===== src/rtl/asg_seq_pkg.sv =====
// Shared definitions for the arbitrary signal generator segment sequencer.
// Holds the sequencer state encoding, the default microsecond prescale and
// small decode helpers for the segment-count and cycle-count inputs.
package asg_seq_pkg;

   typedef enum logic [2:0] {
      StIdle,
      StArm,
      StStart,
      StPlay,
      StGap,
      StDone
   } seq_state_e;

   // DAC clocks per 1 us at 125 MHz.
   localparam int unsigned US_DIV_DEFAULT = 125;

   // Active segment count: 0 counts as one segment, values above max_seg clamp.
   function automatic int unsigned clamp_nseg(input int unsigned nseg,
                                              input int unsigned max_seg);
      if (nseg == 0) begin
         return 1;
      end else if (nseg > max_seg) begin
         return max_seg;
      end
      return nseg;
   endfunction

   // Cycle count: 0 counts as a single table cycle.
   function automatic int unsigned min1(input int unsigned value);
      return (value == 0) ? 1 : value;
   endfunction

endpackage


===== src/rtl/asg_seq_us_tick.sv =====
// Microsecond prescaler for the inter-repetition gap.
// Counts 0..US_DIV-1 and emits a one-cycle tick on the last count.
// Ports:
//   clk_i  - DAC clock
//   rst_i  - asynchronous active-high reset
//   clr_i  - synchronous clear; holds the count at 0 and suppresses the tick
//   tick_o - one-cycle pulse every US_DIV clocks while not cleared
module asg_seq_us_tick #(
   parameter int unsigned US_DIV = 125
) (
   input  logic clk_i,
   input  logic rst_i,
   input  logic clr_i,
   output logic tick_o
);

   localparam int unsigned CntW = (US_DIV > 1) ? $clog2(US_DIV) : 1;

   logic [CntW-1:0] cnt_q, cnt_d;
   logic            at_top;

   assign at_top = (cnt_q == CntW'(US_DIV - 1));
   assign tick_o = at_top && !clr_i;

   always_comb begin
      cnt_d = cnt_q + CntW'(1);
      if (clr_i || at_top) begin
         cnt_d = '0;
      end
   end

   always_ff @(posedge clk_i or posedge rst_i) begin
      if (rst_i) begin
         cnt_q <= '0;
      end else begin
         cnt_q <= cnt_d;
      end
   end

endmodule


===== src/rtl/asg_segment_sequencer.sv =====
// Segment sequencer for one double-buffered arbitrary signal generator channel.
// Plays up to NSEG table segments, each for a programmed number of table cycles,
// repeats the sequence with an optional microsecond gap, and ping-pongs the
// buffer bank at repetition boundaries.
// Optional feature macro: ASG_SEQ_TRIG_OUT_EN (drives trig_o on segment 0 starts).
// Ports:
//   dac_clk_i, dac_rst_i - DAC clock, asynchronous active-high reset
//   start_i, stop_i      - arm pulse (IDLE/DONE only), abort pulse (highest priority)
//   trig_i               - synchronous trigger level, rising edge used in ARM
//   wrap_i               - datapath pulse: current segment table finished one cycle
//   swap_req_i           - bank swap request pulse
//   nseg_i, seg_ncyc_i   - active segment count, per-segment cycle counts
//   nrep_i, rep_dly_i    - repetitions (0 = infinite), gap between repetitions in us
//   seg_o, seg_start_o   - active segment, one-cycle segment load strobe
//   run_o, bank_o        - datapath advance enable, active buffer bank
//   busy_o, done_o       - sequencing in progress, sequence finished
//   trig_o               - pulse on each segment 0 start (optional feature)
module asg_segment_sequencer
   import asg_seq_pkg::*;
#(
   parameter int unsigned NSEG   = 4,
   parameter int unsigned CYW    = 16,
   parameter int unsigned DLYW   = 32,
   parameter int unsigned US_DIV = US_DIV_DEFAULT
) (
   input  logic                     dac_clk_i,
   input  logic                     dac_rst_i,
   input  logic                     start_i,
   input  logic                     stop_i,
   input  logic                     trig_i,
   input  logic                     wrap_i,
   input  logic                     swap_req_i,
   input  logic [$clog2(NSEG):0]    nseg_i,
   input  logic [NSEG*CYW-1:0]      seg_ncyc_i,
   input  logic [CYW-1:0]           nrep_i,
   input  logic [DLYW-1:0]          rep_dly_i,
   output logic [$clog2(NSEG)-1:0]  seg_o,
   output logic                     seg_start_o,
   output logic                     run_o,
   output logic                     bank_o,
   output logic                     busy_o,
   output logic                     done_o,
   output logic                     trig_o
);

   localparam int unsigned SegW = $clog2(NSEG);

   seq_state_e      state_q, state_d;
   logic [SegW-1:0] seg_q, seg_d;
   logic [CYW-1:0]  cyc_cnt_q, cyc_cnt_d;
   logic [CYW-1:0]  rep_cnt_q, rep_cnt_d;
   logic [DLYW-1:0] dly_cnt_q, dly_cnt_d;
   logic            trig_q, trig_d;
   logic            bank_q, bank_d;
   logic            pend_q, pend_d;

   logic [31:0]     nseg_eff, ncyc_eff, cyc_next, seg_next, rep_next;
   logic [DLYW-1:0] dly_next;
   logic            rep_boundary;
   logic            us_tick;
   logic            tick_clr;
   logic            idle_or_done;

   assign tick_clr = (state_q != StGap) || stop_i;

   asg_seq_us_tick #(
      .US_DIV(US_DIV)
   ) u_us_tick (
      .clk_i (dac_clk_i),
      .rst_i (dac_rst_i),
      .clr_i (tick_clr),
      .tick_o(us_tick)
   );

   assign nseg_eff     = clamp_nseg(32'(nseg_i), NSEG);
   assign ncyc_eff     = min1(32'(seg_ncyc_i[32'(seg_q)*CYW +: CYW]));
   assign cyc_next     = 32'(cyc_cnt_q) + 32'd1;
   assign seg_next     = 32'(seg_q) + 32'd1;
   assign rep_next     = 32'(rep_cnt_q) + 32'd1;
   // Compare against the incremented count so the gap lasts exactly rep_dly_i us.
   assign dly_next     = dly_cnt_q + DLYW'(1);
   assign idle_or_done = (state_q == StIdle) || (state_q == StDone);

   always_comb begin
      state_d      = state_q;
      seg_d        = seg_q;
      cyc_cnt_d    = cyc_cnt_q;
      rep_cnt_d    = rep_cnt_q;
      dly_cnt_d    = dly_cnt_q;
      trig_d       = trig_i;
      bank_d       = bank_q;
      pend_d       = pend_q || swap_req_i;
      rep_boundary = 1'b0;

      unique case (state_q)
         StIdle, StDone: begin
            if (start_i) begin
               state_d = StArm;
            end
         end
         StArm: begin
            if (trig_i && !trig_q) begin
               state_d   = StStart;
               seg_d     = '0;
               cyc_cnt_d = '0;
               rep_cnt_d = '0;
            end
         end
         StStart: begin
            state_d = StPlay;
         end
         StPlay: begin
            if (wrap_i) begin
               if (cyc_next < ncyc_eff) begin
                  cyc_cnt_d = CYW'(cyc_next);
               end else if (seg_next < nseg_eff) begin
                  seg_d     = SegW'(seg_next);
                  cyc_cnt_d = '0;
                  state_d   = StStart;
               end else begin
                  rep_cnt_d = CYW'(rep_next);
                  cyc_cnt_d = '0;
                  if ((nrep_i == '0) || (rep_next < 32'(nrep_i))) begin
                     if (rep_dly_i != '0) begin
                        state_d = StGap;
                     end else begin
                        state_d      = StStart;
                        seg_d        = '0;
                        rep_boundary = 1'b1;
                     end
                  end else begin
                     state_d = StDone;
                  end
               end
            end
         end
         StGap: begin
            if (us_tick) begin
               if (dly_next == rep_dly_i) begin
                  state_d      = StStart;
                  seg_d        = '0;
                  dly_cnt_d    = '0;
                  rep_boundary = 1'b1;
               end else begin
                  dly_cnt_d = dly_next;
               end
            end
         end
         default: begin
            state_d = StIdle;
         end
      endcase

      // A request arriving in the same cycle as the swap is absorbed by it.
      if ((idle_or_done || rep_boundary) && (pend_q || swap_req_i)) begin
         bank_d = ~bank_q;
         pend_d = 1'b0;
      end

      // Abort keeps the bank and any pending swap untouched.
      if (stop_i) begin
         state_d   = StIdle;
         seg_d     = '0;
         cyc_cnt_d = '0;
         rep_cnt_d = '0;
         dly_cnt_d = '0;
         bank_d    = bank_q;
         pend_d    = pend_q || swap_req_i;
      end
   end

   always_ff @(posedge dac_clk_i or posedge dac_rst_i) begin
      if (dac_rst_i) begin
         state_q   <= StIdle;
         seg_q     <= '0;
         cyc_cnt_q <= '0;
         rep_cnt_q <= '0;
         dly_cnt_q <= '0;
         trig_q    <= 1'b0;
         bank_q    <= 1'b0;
         pend_q    <= 1'b0;
      end else begin
         state_q   <= state_d;
         seg_q     <= seg_d;
         cyc_cnt_q <= cyc_cnt_d;
         rep_cnt_q <= rep_cnt_d;
         dly_cnt_q <= dly_cnt_d;
         trig_q    <= trig_d;
         bank_q    <= bank_d;
         pend_q    <= pend_d;
      end
   end

   assign seg_o       = seg_q;
   assign seg_start_o = (state_q == StStart);
   assign run_o       = (state_q == StStart) || (state_q == StPlay);
   assign bank_o      = bank_q;
   assign busy_o      = !idle_or_done;
   assign done_o      = (state_q == StDone);

`ifdef ASG_SEQ_TRIG_OUT_EN
   assign trig_o = seg_start_o && (seg_q == '0);
`else
   assign trig_o = 1'b0;
`endif

endmodule


===== config.mk =====
export PLATFORM = sky130hd
export DESIGN_NAME = asg_segment_sequencer
export DESIGN_NICKNAME = d
export VERILOG_FILES = /design/src/rtl/asg_seq_pkg.sv /design/src/rtl/asg_seq_us_tick.sv /design/src/rtl/asg_segment_sequencer.sv
export SDC_FILE = /design/constraint.sdc
export NUM_CORES = 1
export LEC_CHECK = 0
export CORE_ASPECT_RATIO = 0.8
export CORE_MARGIN = 8
export CORE_UTILIZATION = 28
export DETAILED_ROUTE_END_ITERATION = 12
export REMOVE_ABC_BUFFERS = 1
export SLEW_MARGIN = 10
export SYNTH_ARGS = -nofsm -noshare
export SYNTH_HDL_FRONTEND = slang
export SYNTH_HIERARCHICAL = 1
export SYNTH_SLANG_ARGS = --single-unit

===== constraint.sdc =====
create_clock -name dac_clk_i -period 5.1 [get_ports dac_clk_i]
set_input_delay 0.765 -clock dac_clk_i [delete_from_list [all_inputs] [get_ports dac_clk_i]]
set_output_delay 0.765 -clock dac_clk_i [all_outputs]
set_load 0.01 [all_outputs]

==> impl_metrics.env, run 1 <==
export IMPL_synth_xor_area_share=0.0835
export IMPL_yosysMostFrequentCell="nand2_1"
export IMPL_detail_route_antenna_nets=0
export IMPL_regArea_um2=1980
export IMPL_cts_buffers=9
export IMPL_antenna_found_initial=0
export IMPL_clk_latency_ns=0.35
export IMPL_cts_resized=0
export IMPL_critPathArrivalTime_ns=4.73
export IMPL_clk_pin_slew_ns=0.07
export IMPL_r2r_cells=14
export IMPL_synth_area_top_cells="dfrtp_1, ha_1, nand2_1"
export IMPL_clockBufferDepth=2
export IMPL_combPwrFrac=0.232
export IMPL_drc=0
export IMPL_fin_crit_sh=0.874
export IMPL_reg2reg_from="cyc_cnt_q[0]$_DFFE_PP0P_"
export IMPL_clock_sinks=79
export IMPL_synth_common_cells="nand2_1, dfrtp_1, o21ai_0, nand3_1, inv_1"
export IMPL_power_share_sequential=0.386
export IMPL_grt_usage=0.142
export IMPL_port_buffers=128
export IMPL_rsz0062_at_grt="no"
export IMPL_synth_edf_count=0
export IMPL_cts_htree_levels=3
export IMPL_slew_headroom=0.252
export IMPL_yosys_area_share_simple=0.312
export IMPL_startpoint="cyc_cnt_q[0]$_DFFE_PP0P_"
export IMPL_synth_top_area_frac=0.262
export IMPL_tns_ns=0
export IMPL_die_h_um=163
export IMPL_drv_cap=0
export IMPL_grt_max_degree=43
export IMPL_max_freq_mhz=224
export IMPL_yosys_area_share_adder=0.0646
export IMPL_synth_cell_type_count=80
export IMPL_yosys_warnings=6
export IMPL_first_global_vias=6949
export IMPL_cts_root_buf="clkbuf_16"
export IMPL_muxShareOfSynthArea=0.0573
export IMPL_swShare=0.309
export IMPL_synth_top_family_by_area="simple AND/OR/NAND/NOR gates"
export IMPL_wl_per_cell_um=16.9
export IMPL_async_flop_share=1.00
export IMPL_r2r_slack_ns=0.64
export IMPL_design_area_um2=9300
export IMPL_ir_drop_v=0.000137
export IMPL_grt_pass1_wl_mm=37.3
export IMPL_end_kind="flop"
export IMPL_grt_overflow_total=0
export IMPL_clock_power_share=0.382
export IMPL_ios=130
export IMPL_final_nets=1161
export IMPL_status="finished, final reports clean"
export IMPL_timing_final_max_slew_violations=0
export IMPL_avgViaCountPerCell=5.23
export IMPL_hp_class="reg2reg"
export IMPL_drive_gt1_frac=0.0756
export IMPL_ctsHoldBuffers=0
export IMPL_crit_path_max_fanout=21
export IMPL_min_period_ns=4.46
export IMPL_initial_core_util=0.286
export IMPL_syn_to_final_growth_pct=23.2
export IMPL_yosysSeqAreaShare=0.262
export IMPL_rows=53
export IMPL_required_ns=5.37
export IMPL_synth_largest_area_cell="dfrtp_1"
export IMPL_hold_viol_final=0
export IMPL_p_sw_w=0.000565
export IMPL_powerDensity_nw_per_um2=197
export IMPL_syn_area_per_cell_um2=8.30
export IMPL_start_kind="flop"
export IMPL_setup_viol=0
export IMPL_placed_cell_area_um2=8980
export IMPL_endpoint="state_q[2]$_DFFE_PP0P_"
export IMPL_final_setup_skew_ns=0.00823
export IMPL_coreArea_um2=26400
export IMPL_cts_tree="yes"
export IMPL_synthesis_area_um2=7550
export IMPL_worst_pin_slew_ns=1.12
export IMPL_multi_input_comb_area_um2=5000
export IMPL_synth_compound_area_frac=0.144
export IMPL_hpwl_mm=17.8
export IMPL_gp_congestion=0.874
export IMPL_internal_power_w=0.00127
export IMPL_fill_cells=2769
export IMPL_ys_flop_type="dfrtp_1"
export IMPL_die_w_um=200
export IMPL_num_vias=7117
export IMPL_routed_wirelength_mm=23.1
export IMPL_syn_inst=910
export IMPL_dr_pass1_iters=5
export IMPL_dieArea_um2=32500
export IMPL_drt_iter0_markers=536
export IMPL_post_cts_buffers=0
export IMPL_r2r_end="state_q[2]$_DFFE_PP0P_"
export IMPL_p_leak_nw=3.80
export IMPL_path_class="reg2reg"
export IMPL_ys_seq_elements=79
export IMPL_n_antenna_cell=0
[logic make-up after synthesis]
kind of cell	Yosys count
compound gates	164
flops	79
buf+inv	115
xor+xnor	72
fa+ha+maj	39
other cells	1
mux	23
simple gates	417
[state kept, by name, summed over array words and instances (netlist names)]
register and flops:
bank_o 1, u_us_tick/cnt_q 7, cyc_cnt_q 16, trig_q 1, seg_o 2, dly_cnt_q 32, rep_cnt_q 16, pend_q 1
state_q 3
[worst min path at each step]
stage,start,end,slack (ns),cells past startpoint
3_5_place_dp,u_us_tick/cnt_q[5]$_DFF_PP0_,u_us_tick/cnt_q[5]$_DFF_PP0_,0.50,1
4_1_cts,u_us_tick/cnt_q[5]$_DFF_PP0_,u_us_tick/cnt_q[5]$_DFF_PP0_,0.51,1
3_3_place_gp,u_us_tick/cnt_q[5]$_DFF_PP0_,u_us_tick/cnt_q[5]$_DFF_PP0_,0.49,1
5_1_grt,u_us_tick/cnt_q[5]$_DFF_PP0_,u_us_tick/cnt_q[5]$_DFF_PP0_,0.52,1
6_report,u_us_tick/cnt_q[5]$_DFF_PP0_,u_us_tick/cnt_q[5]$_DFF_PP0_,0.51,1
2_1_floorplan,u_us_tick/cnt_q[5]$_DFF_PP0_,u_us_tick/cnt_q[5]$_DFF_PP0_,0.47,1
[worst max-delay path, cell delays in order (launching register included)]
cell and delay (ns):
dfrtp_1 0.44, ha_1 0.26, nand3_1 0.25, or3_1 0.50, nor2_1 0.19, nand3_1 0.11, xnor2_1 0.16, ha_1 0.30
nand3_1 0.12, a2111o_1 0.31, o211ai_1 0.13, or3_1 0.61, o21ai_0 0.32, or4_1 0.56, o211ai_1 0.11
[cell type report]
class | instances | area share
multi-input combinational | 716 | 0.538
sequential | 79 | 0.213
timing repair buffer | 137 | 0.145
tap | 357 | 0.0480
clock buffer | 10 | 0.0257
inverter | 57 | 0.0230
clock inverter | 6 | 0.00807
[power by group through the flow]
stage / clock network [W] / registers (W) / logic [W]
floorplan: 0 / 0.000705 / 0.000216
global placement: 0 / 0.000718 / 0.000423
detailed placement: 0 / 0.000718 / 0.000425
CTS: 0.000715 / 0.000706 / 0.000427
global route: 0.000742 / 0.000714 / 0.000467
finish: 0.000700 / 0.000707 / 0.000424
[stage by stage]
| stage | instances | power, W | hold slack (ns) | utilization | worst slack [ns] |
|---|---|---|---|---|---|
| floorplan | 852 | 0.000921 | 0.467 | - | 0.960 |
| global placement | 1346 | 0.00114 | 0.493 | 0.340 | 0.751 |
| detailed placement | 1346 | 0.00114 | 0.500 | 0.340 | 0.736 |
| CTS | 1362 | 0.00185 | 0.511 | 0.352 | 0.717 |
| global route | 1362 | 0.00192 | 0.523 | 0.352 | 0.240 |
| finish | 1362 | 0.00183 | 0.512 | 0.352 | 0.643 |
[per-layer routing]
metal  wire length [µm]  GRT usage
met1              11300      0.205
met2               9990      0.208
met3               1430     0.0333
met4                352     0.0367
met5                  0          0
[placed cells by master (no fill, tap or decap), types with 23 or more instances in the layout]
master,synthesis,routed
and3_1,24,24
inv_1,57,56
nand3_1,58,58
nor4_1,40,40
nand4_1,25,25
nor3_1,23,23
xor2_1,28,28
o21ai_0,65,65
nand2_1,111,111
a21oi_1,27,26
xnor2_1,44,44
nor2_1,43,42
dfrtp_1,79,79
clkdlybuf4s50_1,0,127
ha_1,39,39
Note: power is estimated with default switching activity, not from simulation.
==> run 2, diff against run 1 <==
- ABC_CLOCK_PERIOD_IN_PS: not set -> 5100
==> results of run 2 <==
The final DEF is identical to that of run 1; final timing and power are the same.
==> run 3, diff against run 2 <==
- MAX_ROUTING_LAYER: not set -> met4
==> run 3 against run 2 <==
Compared with the run above: count of clock-buffer cells in the layout did not move; sequential power about the same; sequential cell count unchanged; clock skew hardly changed; sequential share of layout area did not move; wire length is essentially flat; combinational power about the same; worst setup slack gained 0.030 ns; final cell count unchanged.
==> impl_metrics.env, run 3 (same netlist as run 1, synthesis figures left out) <==
export IMPL_coreArea_um2=26400
export IMPL_tns_ns=0
export IMPL_clockBufferDepth=2
export IMPL_first_global_vias=6944
export IMPL_worst_pin_slew_ns=1.12
export IMPL_cts_root_buf="clkbuf_16"
export IMPL_top_register="dly_cnt_q"
export IMPL_final_setup_skew_ns=0.00826
export IMPL_cts_resized=0
export IMPL_antenna_found_initial=0
export IMPL_reg2reg_from="cyc_cnt_q[0]$_DFFE_PP0P_"
export IMPL_internal_power_w=0.00127
export IMPL_hold_viol_final=0
export IMPL_p_leak_nw=3.80
export IMPL_swShare=0.309
export IMPL_regArea_um2=1980
export IMPL_hpwl_mm=17.8
export IMPL_slew_headroom=0.250
export IMPL_r2r_slack_ns=0.67
export IMPL_fin_crit_sh=0.868
export IMPL_reg_top3="dly_cnt_q: 32 flops, cyc_cnt_q: 16 flops, rep_cnt_q: 16 flops"
export IMPL_routed_wirelength_mm=23.1
export IMPL_dieArea_um2=32500
export IMPL_hp_class="reg2reg"
export IMPL_cts_buffers=9
export IMPL_r2r_cells=15
export IMPL_largest_reg_flops=32
export IMPL_gp_congestion=0.888
export IMPL_grt_usage=0.146
export IMPL_design_area_um2=9300
export IMPL_required_ns=5.37
export IMPL_die_h_um=163
export IMPL_rows=53
export IMPL_clock_power_share=0.382
export IMPL_fill_cells=2769
export IMPL_n_antenna_cell=0
export IMPL_initial_core_util=0.286
export IMPL_cts_tree="yes"
export IMPL_drive_gt1_frac=0.0756
export IMPL_start_kind="flop"
export IMPL_final_nets=1161
export IMPL_port_buffers=128
export IMPL_cpMaxStageDelayCell="or3_1"
export IMPL_cp_common_cell="nand3_1"
export IMPL_max_freq_mhz=226
export IMPL_crit_path_max_fanout=21
export IMPL_critPathMaxStageDelay_ns=0.56
export IMPL_hold_path_end="u_us_tick/cnt_q[5]$_DFF_PP0_"
export IMPL_setup_viol=0
export IMPL_path_delay_family="simple AND/OR/NAND/NOR gates"
export IMPL_num_vias=7097
export IMPL_end_kind="flop"
export IMPL_powerDensity_nw_per_um2=197
export IMPL_multi_input_comb_area_um2=5000
export IMPL_rsz0062_at_grt="no"
export IMPL_placed_cell_area_um2=8980
export IMPL_detail_route_antenna_nets=0
export IMPL_dr_pass1_iters=5
export IMPL_p_sw_w=0.000566
export IMPL_timing_final_max_slew_violations=0
export IMPL_combPwrFrac=0.232
export IMPL_post_cts_buffers=0
export IMPL_clk_latency_ns=0.35
export IMPL_wl_per_cell_um=16.9
export IMPL_drt_iter0_markers=545
export IMPL_drt_met1_wl_mm=11.5
export IMPL_clk_pin_slew_ns=0.07
export IMPL_path_buf_inv=0
export IMPL_cts_htree_levels=3
export IMPL_drc=0
export IMPL_drv_cap=0
export IMPL_r2r_end="state_q[2]$_DFFE_PP0P_"
export IMPL_ios=130
export IMPL_power_share_sequential=0.386
export IMPL_critPathArrivalTime_ns=4.70
export IMPL_met3_length_mm=1.27
export IMPL_min_from="u_us_tick/cnt_q[5]$_DFF_PP0_"
export IMPL_hold_depth=1
export IMPL_ir_drop_v=0.000137
export IMPL_wl_met2_mm=9.96
export IMPL_ctsHoldBuffers=0
export IMPL_grt_overflow_total=0
export IMPL_final_cell_mix="clkdlybuf4s50_1, nand2_1, dfrtp_1"
export IMPL_syn_to_final_growth_pct=23.2
export IMPL_path_class="reg2reg"
export IMPL_grt_pass1_wl_mm=37.3
export IMPL_avgViaCountPerCell=5.21
export IMPL_cp_cell_sequence="ha_1 > nand3_1 > or3_1 > nor2_1 > nand3_1 > xnor2_1 > ha_1 > nand3_1 > nor4_1 > nand3_1 > nor2_1 > or3_1 > o21ai_0 > or4_1 > o211ai_1"
export IMPL_grt_max_degree=43
export IMPL_status="finished, final reports clean"
export IMPL_min_period_ns=4.43
export IMPL_top_layer="met4"
export IMPL_layout_commonest_cell="clkdlybuf4s50_1"
export IMPL_die_w_um=200
export IMPL_clock_sinks=79
-- run 3: cell counts in the layout (fill, tap and decap cells not counted) --
Identical to the previous run, type by type.
-- run 3: through the flow --
| step | util | hold WS, ns | cells | power, W | worst slack (ns) |
|---|---|---|---|---|---|
| after floorplan | - | 0.467 | 852 | 0.000921 | 0.960 |
| after global placement | 0.340 | 0.493 | 1346 | 0.00114 | 0.751 |
| after detailed placement | 0.340 | 0.500 | 1346 | 0.00114 | 0.736 |
| after CTS | 0.352 | 0.511 | 1362 | 0.00185 | 0.717 |
| after global routing | 0.352 | 0.523 | 1362 | 0.00192 | 0.251 |
| final | 0.352 | 0.510 | 1362 | 0.00183 | 0.673 |
-- run 3: layout make-up --
class / count / area share
repair buffers: 137 / 0.145
inverters: 57 / 0.0230
clock buffers: 10 / 0.0257
multi-input cells: 716 / 0.538
clock inverters: 6 / 0.00807
well taps: 357 / 0.0480
flip-flops and latches: 79 / 0.213
-- run 3: layer usage --
metal | global-route usage | vias to the layer above
li1 | - | 3509
met1 | 0.206 | 3356
met4 | 0.0367 | 0
met2 | 0.207 | 204
met3 | 0.0322 | 28
met5 | - | -
-- run 3: worst max path at each step --
stage,from,end,slack (ns),cells after the start
floorplan,cyc_cnt_q[0]$_DFFE_PP0P_,rep_cnt_q[11]$_DFFE_PP0P_,0.96,15
global placement,cyc_cnt_q[0]$_DFFE_PP0P_,state_q[2]$_DFFE_PP0P_,0.75,15
detailed placement,cyc_cnt_q[0]$_DFFE_PP0P_,state_q[2]$_DFFE_PP0P_,0.74,15
CTS,cyc_cnt_q[0]$_DFFE_PP0P_,state_q[2]$_DFFE_PP0P_,0.72,15
global route,cyc_cnt_q[0]$_DFFE_PP0P_,state_q[2]$_DFFE_PP0P_,0.25,15
finish,cyc_cnt_q[0]$_DFFE_PP0P_,state_q[2]$_DFFE_PP0P_,0.67,15
-- run 3: power groups by stage --
stage / clock network [W] / registers [W] / logic (W)
after floorplan: 0 / 0.000705 / 0.000216
after global placement: 0 / 0.000718 / 0.000423
after detailed placement: 0 / 0.000718 / 0.000425
after CTS: 0.000715 / 0.000706 / 0.000427
after global routing: 0.000743 / 0.000714 / 0.000467
final: 0.000700 / 0.000707 / 0.000424
